**src/rtl/arm7tdmi_multiply.sv**
```systemverilog
// ARM7TDMI multiply / multiply-accumulate datapath (MUL, MLA, xMULL, xMLAL) with held writeback copy.
// Optional define ARM7TDMI_MUL_CYCLES_EN adds the early-termination cycle count output mul_cycles.
module arm7tdmi_multiply (
  input  logic        clk,
  input  logic        rst_n,
  input  logic        mul_en,
  input  logic        mul_long,
  input  logic        mul_signed,
  input  logic        mul_accumulate,
  input  logic        mul_set_flags,
  input  logic [1:0]  mul_type,
  input  logic [31:0] operand_a,
  input  logic [31:0] operand_b,
  input  logic [31:0] acc_hi,
  input  logic [31:0] acc_lo,
  output logic [31:0] result_hi,
  output logic [31:0] result_lo,
  output logic        result_ready,
  output logic        negative,
  output logic        zero
`ifdef ARM7TDMI_MUL_CYCLES_EN
  ,
  output logic [2:0]  mul_cycles
`endif
);

  logic        is_long;
  logic        is_acc;
  logic [63:0] a_ext;
  logic [63:0] b_ext;
  logic [63:0] acc_ext;
  logic [63:0] sum;
  logic [31:0] prod_hi;
  logic [31:0] prod_lo;
  logic        flag_n;
  logic        flag_z;

  logic [31:0] hi_q, hi_d;
  logic [31:0] lo_q, lo_d;
  logic        n_q, n_d;
  logic        z_q, z_d;

  // Sign extension only matters for long ops; the low word is sign-agnostic.
  always_comb begin
    is_long = mul_type[1] | mul_long;
    is_acc  = mul_type[0] | mul_accumulate;
    a_ext   = (is_long && mul_signed) ? {{32{operand_a[31]}}, operand_a} : {32'h0, operand_a};
    b_ext   = (is_long && mul_signed) ? {{32{operand_b[31]}}, operand_b} : {32'h0, operand_b};
    acc_ext = '0;
    if (is_acc) begin
      acc_ext = is_long ? {acc_hi, acc_lo} : {32'h0, acc_lo};
    end
    sum     = (a_ext * b_ext) + acc_ext;
    prod_lo = sum[31:0];
    prod_hi = is_long ? sum[63:32] : '0;
    flag_n  = is_long ? sum[63] : sum[31];
    flag_z  = is_long ? (sum == 64'h0) : (sum[31:0] == 32'h0);
  end

  always_comb begin
    hi_d = hi_q;
    lo_d = lo_q;
    n_d  = n_q;
    z_d  = z_q;
    if (mul_en) begin
      hi_d = prod_hi;
      lo_d = prod_lo;
      if (mul_set_flags) begin
        n_d = flag_n;
        z_d = flag_z;
      end
    end
  end

  always_ff @(posedge clk or negedge rst_n) begin
    if (!rst_n) begin
      hi_q <= '0;
      lo_q <= '0;
      n_q  <= 1'b0;
      z_q  <= 1'b0;
    end else begin
      hi_q <= hi_d;
      lo_q <= lo_d;
      n_q  <= n_d;
      z_q  <= z_d;
    end
  end

  always_comb begin
    result_ready = mul_en;
    result_hi    = mul_en ? prod_hi : hi_q;
    result_lo    = mul_en ? prod_lo : lo_q;
    negative     = (mul_en && mul_set_flags) ? flag_n : n_q;
    zero         = (mul_en && mul_set_flags) ? flag_z : z_q;
  end

`ifdef ARM7TDMI_MUL_CYCLES_EN
  logic       ones_ok;
  logic [2:0] m_base;

  // All-ones early termination is not available for unsigned long multiplies.
  always_comb begin
    mul_cycles = '0;
    ones_ok    = !(is_long && !mul_signed);
    if ((operand_b[31:8] == '0) || (ones_ok && (operand_b[31:8] == '1))) begin
      m_base = 3'd1;
    end else if ((operand_b[31:16] == '0) || (ones_ok && (operand_b[31:16] == '1))) begin
      m_base = 3'd2;
    end else if ((operand_b[31:24] == '0) || (ones_ok && (operand_b[31:24] == '1))) begin
      m_base = 3'd3;
    end else begin
      m_base = 3'd4;
    end
    if (mul_en) begin
      mul_cycles = m_base + {2'b00, is_long} + {2'b00, is_acc};
    end
  end
`endif

endmodule

```
**config.mk**
```make
export PLATFORM = sky130hd
export DESIGN_NAME = arm7tdmi_multiply
export DESIGN_NICKNAME = d
export VERILOG_FILES = /design/src/rtl/arm7tdmi_multiply.sv
export SDC_FILE = /design/constraint.sdc
export NUM_CORES = 2
export LEC_CHECK = 0
export ABC_AREA = 1
export ABC_CLOCK_PERIOD_IN_PS = 15000
export CORE_MARGIN = 1.5
export CORE_UTILIZATION = 56
export DETAILED_ROUTE_END_ITERATION = 10
export PLACE_DENSITY_LB_ADDON = 0.12
export SYNTH_ARGS = -nofsm -noshare
export SYNTH_HDL_FRONTEND = slang
export SYNTH_SLANG_ARGS = --single-unit
export TNS_END_PERCENT = 20
```
**constraint.sdc**
```tcl
create_clock -name clk -period 15 [get_ports clk]
set_input_delay 3 -clock clk [delete_from_list [all_inputs] [get_ports clk]]
set_output_delay 3 -clock clk [all_outputs]
set_load 0.05 [all_outputs]
```
# Word-level counts from Yosys, hierarchy flattened
# Cells that the tools add are included.
[totals]
register_bits = 66
wordCells = 24
out_inout_bits = 67
[op_classes]
multipliers = 1
muxes = 11
add_sub_neg = 1
reduce_logical = 5
bitwise = 2
[ops]
columns = ["operator", "n"]
rows = [
  ["2-to-1 mux 64 bit", 4],
  ["2-to-1 mux 32 bit", 3],
  ["adder 64 bit", 1],
  ["zero test 64 bit", 1],
  ["multiplier 64 x 64 -> 64 bit", 1],
  ["zero test 32 bit", 1],
  ["2-to-1 mux 1 bit", 4],
  ["logical AND 1 bit", 2],
  ["bitwise OR 1 bit", 2],
  ["AND reduction 2 bit", 1],
]

# Longest topological paths before layout
[logic_depth]
depth_word = 8
mapped_depth = 48
ltp_nobuf = 47

# Least setup slack after synthesis
# OpenSTA, ideal clock, no wires.
[synth_timing]
path_type = "input -> output"
start = "input mul_type[1]"
end = "output result_hi[31]"
slack_ns = -0.962
path_stages = 37
required_ns = 12.000
t_arrival_ns = 12.962
cell_sequence = "inv_1 nand2_4 nand2_1 clkbuf_1 buf_1 clkbuf_1 nor2_1 fa_1 inv_1 fa_1 inv_1 fa_1 inv_1 fa_1 inv_1 fa_1 inv_1 fa_1 inv_1 fa_1 fa_1 fa_1 inv_1 fa_1 inv_1 ha_1 a21oi_1 o21ai_0 a21oi_1 nor2_1 a211oi_1 o21ai_2 inv_1 nand2_1 nand2_1 nand2_1 o21ai_0"
[synth_via]
elab_chain_len = 7
[synth_lines]
columns = ["item", "line", "source"]
rows = [
  ["start: declaration", "11", "input logic [1:0] mul_type,"],
  ["bitwise OR 1 bit (*)", "45", "is_long = mul_type[1] | mul_long;"],
  ["logical AND 1 bit", "47, 48", ""],
  ["2-to-1 mux 64 bit (on tied branches)", "47, 48", ""],
  ["multiplier 64 x 64 -> 64 bit", "53", "sum = (a_ext * b_ext) + acc_ext;"],
  ["adder 64 bit", "53", ""],
  ["2-to-1 mux 32 bit (*)", "55", "prod_hi = is_long ? sum[63:32] : '0;"],
  ["2-to-1 mux 32 bit (*)", "n/a", ""],
  ["end: declaration", "16", "output logic [31:0] result_hi,"],
]
# Mark *: on every way between the ends. The rest lies on a longest branch, timed or not.

# Final worst setup path
[layout_timing]
start = "input operand_b[22]"
end = "output zero"
[layout_via]
elab_chain_len = 6
[layout_lines]
columns = ["item", "line", "source"]
rows = [
  ["start: declaration", "13", "input logic [31:0] operand_b,"],
  ["2-to-1 mux 64 bit (*)", "48", "b_ext = (is_long && mul_signed) ? {{32{operand_b[31]}}, operand_b} : {32'h0, operand_b};"],
  ["multiplier 64 x 64 -> 64 bit (*)", "53", ""],
  ["adder 64 bit (*)", "53", ""],
  ["zero test 64 bit or zero test 32 bit (tied branches)", "57", "flag_z = is_long ? (sum == 64'h0) : (sum[31:0] == 32'h0);"],
  ["2-to-1 mux 1 bit (*)", "57", ""],
  ["2-to-1 mux 1 bit (*)", "94", "zero = (mul_en && mul_set_flags) ? flag_z : z_q;"],
  ["end: declaration", "20", "output logic zero"],
]
# Marked as above.

==> run summary <==
Detail Route met3 WL - 20670 µm
critical path required time - 12.00 ns
startpoint of the most critical register-to-register path - lo_q[23]$_DFF_PN0_
Mean Syn Cell Area - 8.235 µm²
maximum clock path buffer count - 2
total global routing track utilization - 0.3646
clock latency on the worst-skew pair - 0.34 ns
# nets final - 9083
overall overflow remaining after global route - 0
CTS Sinks - 66
Hold Path Stages - 2
setup TNS - 0 ns
Synth Cell Area - 54330 µm²
largest clock skew in the final design - 0 ns
number of buffers inserted by hold repair at cts - 0
kind of critical path - in2out
DPL Wire Length - 152200 µm
number of search-and-repair iterations in the first detailed-routing pass - 6
final max-slew violation count - 0
Compound-Gate Fraction of Synth Area - 0.01824
layout cells sized above 1 - 0.1486
Chip Height - 314.5 µm
sum of met2 wire segment lengths after detailed routing - 74070 µm
data arrival time at the worst-slack endpoint - 11.71 ns
TritonCTS clock tree - yes
worst-path fanout max - 32
Row Count - 114
number of vias in the routed layout - 43560
largest net degree at the start of global routing - 94
R2R Setup Slk - 14.12 ns
clock root buffer - clkbuf_16
placeable core area - 96420 µm²
Syn-to-layout area delta - 18.81%
count of yosys warnings during synthesis - 0
ys async rst share - 1.000
Tcrit/Tclk final - 0.9810
endpoint of the worst-slack reg-to-reg timing path - lo_q[23]$_DFF_PN0_
post-synthesis mux area share - 0
Yosys top cell area share - 0.5461
Vias/cell - 5.169
H-tree Lvls - 3
post-synthesis adder-cell area fraction - 0.6198
gate count after technology mapping - 6597
number of global-route vias before repair - 46270
most frequent cell after synthesis - inv_1
end of the critical path - zero
number of synthesized flops with an enable pin - 0
count of endpoints failing setup in the final report - 0
initial antenna violation count - 1
Met1 Routed Length - 73960 µm
number of nets still failing antenna checks after routing - 0
max cap viols - 0
Starting DRT DRC Count - 3883
CTS clk-pin slew, worst paths - 0.06 ns
drc violations - 0
Synth Flop Type - dfrtp_1
Worst R2R Path Depth - 2
dominant combinational cell family by area after synthesis - adder cells
Critical-path top delay cell - fa_1
commonest cells in the netlist - inv_1, nand2_1, fa_1
top area cells in the synthesized netlist - fa_1, inv_1, nand2_1
maximum cell stage delay along the critical path - 0.63 ns
Die Footprint - 98890 µm²
top routing layer in use - met4
status - complete, no violations
flop and latch count out of synthesis - 66
register area share after synthesis - 0.03040
kind of start point of the critical path - primary input
Ports - 204
first-pass GRT wire length - 270000 µm
weighted congestion reported at the end of routability-driven placement - 1.020
number of buffers created by CTS - 9
mean routed wirelength per cell - 20.51 µm
synthesized-area fraction occupied by xor and xnor cells - 0.01032
Critical Path End Type - output port
Max Clk Rate - 67.96 MHz
share of synthesized cell area in and, or, nand and nor gates - 0.1523
number of port buffers - 203
biggest area consumer among synthesized cells - fa_1
initial cell density of the core - 0.5634
Hold Path Class - reg2reg
post-route minimum period - 14.71 ns
number of distinct library cells after synthesis - 47
Top cell by count, worst path - fa_1
source of the critical timing path - operand_b[22]
number of hold violations in the final report - 0
die span in x - 314.5 µm
Syn Nets - 8536
relative max-transition margin - 0.4499
final routed wirelength across all metal layers - 172800 µm
Slew @ Worst Pin - 0.8251 ns
==> stage by stage <==
step | area, µm² | util | instances | worst slack [ns] | hold WS (ns)
final | 64540 | 0.6694 | 8426 | 0.2851 | 0.4878
after global placement | 62320 | 0.6463 | 8370 | -0.3332 | 0.4682
after detailed placement | 62320 | 0.6463 | 8370 | -0.3568 | 0.4692
after floorplan | 54380 | - | 6597 | 0.02625 | 0.6073
after global routing | 64540 | 0.6694 | 8425 | -0.02264 | 0.5145
after CTS | 63430 | 0.6578 | 8400 | 0.00004885 | 0.4864
==> flip-flops by register name (all words and copies together) (netlist names) <==
name  cells
n_q       1
hi_q     32
z_q       1
lo_q     32
==> what timing repair did <==
item	CTS	global route
cloned	2	6
resized for setup	169	249
pin swaps	58	115
setup endpoints to repair	12	22
setup buffers	12	20
==> worst min-delay path by stage <==
| stage | startpoint | endpoint | slack, ns |
|---|---|---|---|
| finish | lo_q[4]$_DFF_PN0_ | lo_q[4]$_DFF_PN0_ | 0.49 |
| global route | lo_q[5]$_DFF_PN0_ | lo_q[5]$_DFF_PN0_ | 0.51 |
| CTS | lo_q[4]$_DFF_PN0_ | lo_q[4]$_DFF_PN0_ | 0.49 |
| detailed placement | lo_q[4]$_DFF_PN0_ | lo_q[4]$_DFF_PN0_ | 0.47 |
| global placement | lo_q[4]$_DFF_PN0_ | lo_q[4]$_DFF_PN0_ | 0.47 |
| floorplan | hi_q[31]$_DFF_PN0_ | hi_q[31]$_DFF_PN0_ | 0.61 |
==> final cells by class <==
cell class | instances | area (µm²)
clock inverter | 6 | 67.56
antenna | 1 | 2.502
sequential | 66 | 1652
clock buffer | 10 | 229.0
inverter | 2211 | 8304
tap | 1276 | 1597
multi-input combinational | 4087 | 44900
timing repair buffer | 769 | 7791
fill | 8191 | 31880
==> routing by layer <==
metal,global-route usage,vias up
li1,-,19210
met1,0.5537,22010
met2,0.5351,2118
met3,0.09196,223
met4,0.06785,0
met5,0,-
==> layout by cell type, fill, tap and decap left out, types with 10 or more instances in the layout <==
master           count
a21oi_1             40
a21oi_2             29
a22o_1              16
buf_12             113
buf_4              479
buf_6               17
clkbuf_16           15
clkdlybuf4s50_1    135
dfrtp_1             66
dlymetal6s2s_1      15
fa_1              1412
fa_2                70
ha_1               288
ha_4                30
inv_1             2166
inv_2               43
nand2_1           1564
nand2_2             87
nand2_4             13
nand3_1             74
nand3_2             13
nand3b_1            12
nand4_1             25
nor2_1             131
nor2_2              54
nor2_4              37
nor3_2              10
o21ai_0             41
o21ai_1             12
o21ai_2             10
xnor2_1             37
xor2_1              22
==> worst max-delay path: cells and delay by family <==
kind	cells	cell delay [ns]
fa+ha+maj	11	5.63
simple gates	12	1.37
buf+inv	11	1.51
compound gates	1	0.15
==> logic make-up after synthesis <==
kind of cell             Yosys count
AND/OR/NAND/NOR                 2049
adder cells (fa/ha/maj)         1802
AO/OA/AOI/OAI                    172
XOR/XNOR                          64
buffers and inverters           2444
flip-flops                        66
Power is not shown: default switching activity piles up to over one toggle a cycle in this logic, so the estimate is an artifact.
